File: src/rtl/alu_result_stage.sv
// alu_result_stage
// Registered output stage behind the ALU result/flag muxes. It captures the
// selected result, its operation code and the carry/overflow flags, and
// derives N/Z. Results are held in a 2-entry FIFO with valid/ready on both
// sides. Operation codes above 9 are consumed without storing anything and
// raise a sticky IllegalOp flag.

module alu_result_stage #(
  parameter int n = 4
) (
  input  logic         clk,
  input  logic         rst_n,
  input  logic         InValid,
  output logic         InReady,
  input  logic [n-1:0] Result,
  input  logic [3:0]   ALUControl,
  input  logic         CarryIn,
  input  logic         OverflowIn,
  output logic         OutValid,
  input  logic         OutReady,
  output logic [n-1:0] OutResult,
  output logic [3:0]   OutOp,
  output logic [3:0]   OutFlags,
  output logic         IllegalOp
);

  // One stored result: the data word, the op that produced it and {N,Z,C,V}
  typedef struct packed {
    logic [n-1:0] result;
    logic [3:0]   op;
    logic [3:0]   flags;
  } entry_t;

  // Occupancy of the two-entry queue
  typedef enum logic [1:0] {
    S_EMPTY = 2'd0,
    S_ONE   = 2'd1,
    S_FULL  = 2'd2
  } state_t;

  state_t r_state;
  entry_t r_head;
  entry_t r_tail;
  logic   r_inReady;
  logic   r_outValid;
  logic   r_illegalOp;

  logic   w_push;
  logic   w_pop;
  logic   w_legalOp;
  logic   w_legalPush;
  logic   w_illegalPush;
  entry_t w_newEntry;

  // Handshake decode and construction of the entry that a push would store
  always_comb begin
    w_push               = InValid && r_inReady;
    w_pop                = r_outValid && OutReady;
    w_legalOp            = (ALUControl <= 4'd9);
    w_legalPush          = w_push && w_legalOp;
    w_illegalPush        = w_push && !w_legalOp;
    w_newEntry.result    = Result;
    w_newEntry.op        = ALUControl;
    w_newEntry.flags     = {Result[n-1], (Result == '0), CarryIn, OverflowIn};
  end

  // Occupancy FSM with storage and registered handshake outputs; the head
  // register is the visible output and simply keeps its value after the
  // last pop, so the outputs hold the last popped entry while empty
  always_ff @(posedge clk) begin
    if (!rst_n) begin
      r_state     <= S_EMPTY;
      r_head      <= '0;
      r_tail      <= '0;
      r_inReady   <= 1'b0;
      r_outValid  <= 1'b0;
      r_illegalOp <= 1'b0;
    end else begin
      r_inReady <= 1'b1;
      if (w_illegalPush) begin
        r_illegalOp <= 1'b1;
      end
      case (r_state)
        S_EMPTY: begin
          if (w_legalPush) begin
            r_head     <= w_newEntry;
            r_state    <= S_ONE;
            r_outValid <= 1'b1;
          end else begin
            r_outValid <= 1'b0;
          end
        end
        S_ONE: begin
          if (w_pop && w_legalPush) begin
            r_head     <= w_newEntry;
            r_outValid <= 1'b1;
          end else if (w_pop) begin
            r_state    <= S_EMPTY;
            r_outValid <= 1'b0;
          end else if (w_legalPush) begin
            r_tail     <= w_newEntry;
            r_state    <= S_FULL;
            r_outValid <= 1'b1;
            r_inReady  <= 1'b0;
          end else begin
            r_outValid <= 1'b1;
          end
        end
        S_FULL: begin
          r_outValid <= 1'b1;
          if (w_pop) begin
            r_head  <= r_tail;
            r_state <= S_ONE;
          end else begin
            r_inReady <= 1'b0;
          end
        end
        default: begin
          r_state    <= S_EMPTY;
          r_outValid <= 1'b0;
        end
      endcase
    end
  end

  assign InReady   = r_inReady;
  assign OutValid  = r_outValid;
  assign OutResult = r_head.result;
  assign OutOp     = r_head.op;
  assign OutFlags  = r_head.flags;
  assign IllegalOp = r_illegalOp;

endmodule

File: config.mk
export PLATFORM = sky130hd
export DESIGN_NAME = alu_result_stage
export DESIGN_NICKNAME = d
export VERILOG_FILES = /design/src/rtl/alu_result_stage.sv
export SDC_FILE = /design/constraint.sdc
export NUM_CORES = 1
export LEC_CHECK = 0
export CORE_ASPECT_RATIO = 1.5
export CORE_MARGIN = 2
export CORE_UTILIZATION = 55
export DETAILED_ROUTE_END_ITERATION = 10
export DONT_BUFFER_PORTS = 1
export PLACE_DENSITY_LB_ADDON = 0.15
export SYNTH_ARGS = -nofsm -noshare
export SYNTH_HDL_FRONTEND = slang
export SYNTH_SLANG_ARGS = --single-unit
File: constraint.sdc
create_clock -name clk -period 1.7 [get_ports clk]
set_input_delay 0.34 -clock clk [delete_from_list [all_inputs] [get_ports clk]]
set_output_delay 0.34 -clock clk [all_outputs]
set_load 0.02 [all_outputs]
==> results.sh <==
export IMPL_status="completed"
export IMPL_end_kind="flip-flop"
export IMPL_boundaryPins=29
export IMPL_rsz0062_at_grt="no"
export IMPL_cts_tree="done"
export IMPL_arrival_ns=1.75
export IMPL_hold_path_class="input port to flip-flop"
export IMPL_ant_nets=0
export IMPL_postSynthCellCount=134
export IMPL_avgSynthCellArea_um2=10.1
export IMPL_fill_cells=227
export IMPL_yosysSeqAreaShare_pct=39.8
export IMPL_portBuffers=0
export IMPL_grt_total_usage_pct=22.0
export IMPL_max_slew_margin_rel_pct=72.1
export IMPL_synth_nets=152
export IMPL_root_buffer="clkbuf_4"
export IMPL_worstSkewPairLatency_ns=0.32
export IMPL_muxShareOfSynthArea_pct=16.3
export IMPL_avgRoutedWirePerCell_um=17.9
export IMPL_synth_edff_count=0
export IMPL_dp_hpwl_mm=2.21
export IMPL_cts_inserted_buffers=3
export IMPL_worst_ir_drop_vdd_v=0.000969
export IMPL_row_count=22
export IMPL_synth_top_family_by_area="compound AO/OA/AOI/OAI gates"
export IMPL_setup_viol=0
export IMPL_clockBufferDepth=2
export IMPL_syn2layout_area_growth_pct=4.15
export IMPL_fmax_mhz=644
export IMPL_synthAdderAreaFrac_pct=3.69
export IMPL_crit_chain="inv_1 > ha_1 > a21oi_1 > and3_2 > a211oi_1"
export IMPL_synth_seq_cells=27
export IMPL_power_per_cell_area_nw_per_um2=1390
export IMPL_ff2ff_path_depth=5
export IMPL_total_power_mw=1.97
export IMPL_yosys_area_share_simple_pct=9.12
export IMPL_route_detailed_drc=0
export IMPL_post_cts_repair_setup_buffers=0
export IMPL_die_x_um=44.6
export IMPL_slew_violations=0
export IMPL_cap_violations=0
export IMPL_antenna_found_initial=0
export IMPL_die_area_um2=2890
export IMPL_dpl_cell_area_um2=1390
export IMPL_synth_cell_types=37
export IMPL_path_max_fanout=11
export IMPL_grt_pass1_vias=1029
export IMPL_drt_pass1_iter_count=3
export IMPL_final_layout_size_suffix_gt1_share_pct=20.4
export IMPL_ctsResizeCount=0
export IMPL_nNetsFinal=156
export IMPL_finalCriticalPeriod_ns=1.55
export IMPL_synth_xor_area_share_pct=0
export IMPL_hold_viol_final=0
export IMPL_hold_buffers=0
export IMPL_slowest_delay_ns=0.42
export IMPL_antennaDiodeCount=0
export IMPL_drt_iter0_drc=23
export IMPL_cts_clk_slew_worst_paths_ns=0.13
export IMPL_ys_warn_count=0
export IMPL_startpoint_type="flip-flop"
export IMPL_clock_skew_ns=0.00977
export IMPL_place_gp_congestion=0.790
export IMPL_via_count=1012
export IMPL_htree_num_levels=1
export IMPL_viasPerCell=6.29
export IMPL_grt_pass1_wl_mm=4.70
export IMPL_die_height_um=64.8
export IMPL_power_leakage_nw=0.562
export IMPL_synth_compound_area_share_pct=24.4
export IMPL_postSynth_asyncResetShare_pct=0
export IMPL_tightest_slew_ns=0.418
export IMPL_cp_required_ns=1.90
export IMPL_finalWirelength_mm=2.88
export IMPL_gr_total_overflow=0
export IMPL_start_util_pct=56.7
export IMPL_fin_area_um2=1410
export IMPL_numClockSinks=27
export IMPL_syn_cell_area_um2=1360
export IMPL_period_share_pct=91.3
export IMPL_critPathKind="flip-flop to flip-flop"
export IMPL_setup_tns_final_ns=0
export IMPL_grt_max_degree=17
export IMPL_coreArea_um2=2390
export IMPL_synthFlopType="dfxtp_1"
export IMPL_crit_slowest_cell="dfxtp_1"
export IMPL_min_path_cells=2
==> flip-flops by register name (all words and copies together) (netlist names) <==
register   cells
r_state        2
OutValid       1
IllegalOp      1
InReady        1
OutResult      4
OutOp          4
OutFlags       3
r_tail        11
==> Yosys cell counts (2+ instances only) <==
master / n / area (um^2)
a21oi_1: 5 / 25.0
clkbuf_1: 2 / 7.51
a31oi_1: 11 / 68.8
buf_4: 3 / 22.5
nand2_1: 4 / 15.0
dfxtp_1: 27 / 541
mux2i_1: 21 / 210
a211oi_2: 10 / 125
o21ai_1: 2 / 10.0
buf_2: 3 / 15.0
inv_1: 3 / 11.3
ha_1: 4 / 50.1
nor2_1: 14 / 52.6
o21ai_0: 2 / 10.0
==> final timing paths <==
check	slack, ns	endpoint	startpoint
worst max-delay path	0.15	OutFlags[2]$_SDFFE_PN0P_	r_state[0]$_SDFFE_PN0P_
worst min-delay path	0.16	r_state[0]$_SDFFE_PN0P_	rst_n
worst max register to register	0.15	OutFlags[2]$_SDFFE_PN0P_	r_state[0]$_SDFFE_PN0P_
worst min register to register	0.51	r_tail[8]$_SDFFE_PN0P_	r_tail[8]$_SDFFE_PN0P_
==> critical path: cells and delay by family, from the launching register on <==
| family | cells | cell delay, ns |
|---|---|---|
| AO/OA/AOI/OAI | 2 | 0.30 |
| adder cells (fa/ha/maj) | 1 | 0.22 |
| AND/OR/NAND/NOR | 1 | 0.41 |
| flip-flops | 1 | 0.42 |
| buffers and inverters | 1 | 0.09 |
==> placed cells by master, fill, tap and decap left out <==
cell       netlist  final
or4_1            1      1
a31o_2           1      1
o31ai_4          1      1
inv_1            3      3
and2_1           1      1
o21a_2           1      1
mux2i_1         21     21
and3_1           1      1
clkbuf_1         2      1
or3_1            1      1
nor3_1           1      1
a211oi_1         1      1
a21boi_0         1      1
nor2_1          14     14
a21o_1           1      1
mux2_1           1      1
nand2_1          4      4
and3_2           1      1
dfxtp_1         27     27
a21oi_1          5      5
clkbuf_4         0      3
ha_1             4      4
buf_4            3     10
a311oi_2         1      1
o21ai_0          2      2
a31oi_1         11     11
o21ai_1          2      2
o211ai_1         1      1
clkinv_1         1      1
a211oi_2        10     10
nand3_1          1      1
nand4_1          1      1
a2bb2oi_1        1      1
and2_0           1      1
==> power by group <==
part	leakage (nW)	switching, mW	internal, mW
clock	0.0150	0.176	0.0916
combinational	0.326	0.399	0.308
sequential	0.221	0.226	0.766
==> stage by stage <==
step / hold WS, ns / util (%) / std cells / setup WS [ns]
after floorplan: 0.463 / - / 134 / 0.213
after global placement: 0.476 / 57.9 / 157 / 0.232
after detailed placement: 0.488 / 57.9 / 157 / 0.167
after CTS: 0.148 / 59.0 / 161 / 0.146
after global routing: 0.143 / 59.0 / 161 / 0.0437
final: 0.159 / 59.0 / 161 / 0.147
==> layer usage <==
metal | routed length [um] | up-vias | global-route usage, %
met5 | 0 | - | 0
li1 | - | 496 | -
met3 | 98 | 4 | 2.79
met1 | 1120 | 496 | 24.7
met2 | 1630 | 16 | 39.7
met4 | 31 | 0 | 8.71
==> area by class of cell <==
class | instances | area, um^2 | area share [%]
Inverter | 4 | 15.0 | 1.06
Clock buffer | 4 | 26.3 | 1.86
Tap cell | 24 | 30.0 | 2.12
Timing Repair Buffer | 10 | 75.1 | 5.31
Multi-Input combinational cell | 92 | 727 | 51.4
Sequential cell | 27 | 541 | 38.2
==> cells by family (layout without fill, tap and decap cells) <==
family                   count (synthesis)  count (layout)
multiplexers                            22              22
buffers and inverters                   15              18
AND/OR/NAND/NOR                         27              27
adder cells (fa/ha/maj)                  4               4
flip-flops                              27              27
AO/OA/AOI/OAI                           39              39
No activity file was read; power rests on OpenSTA's default activity.
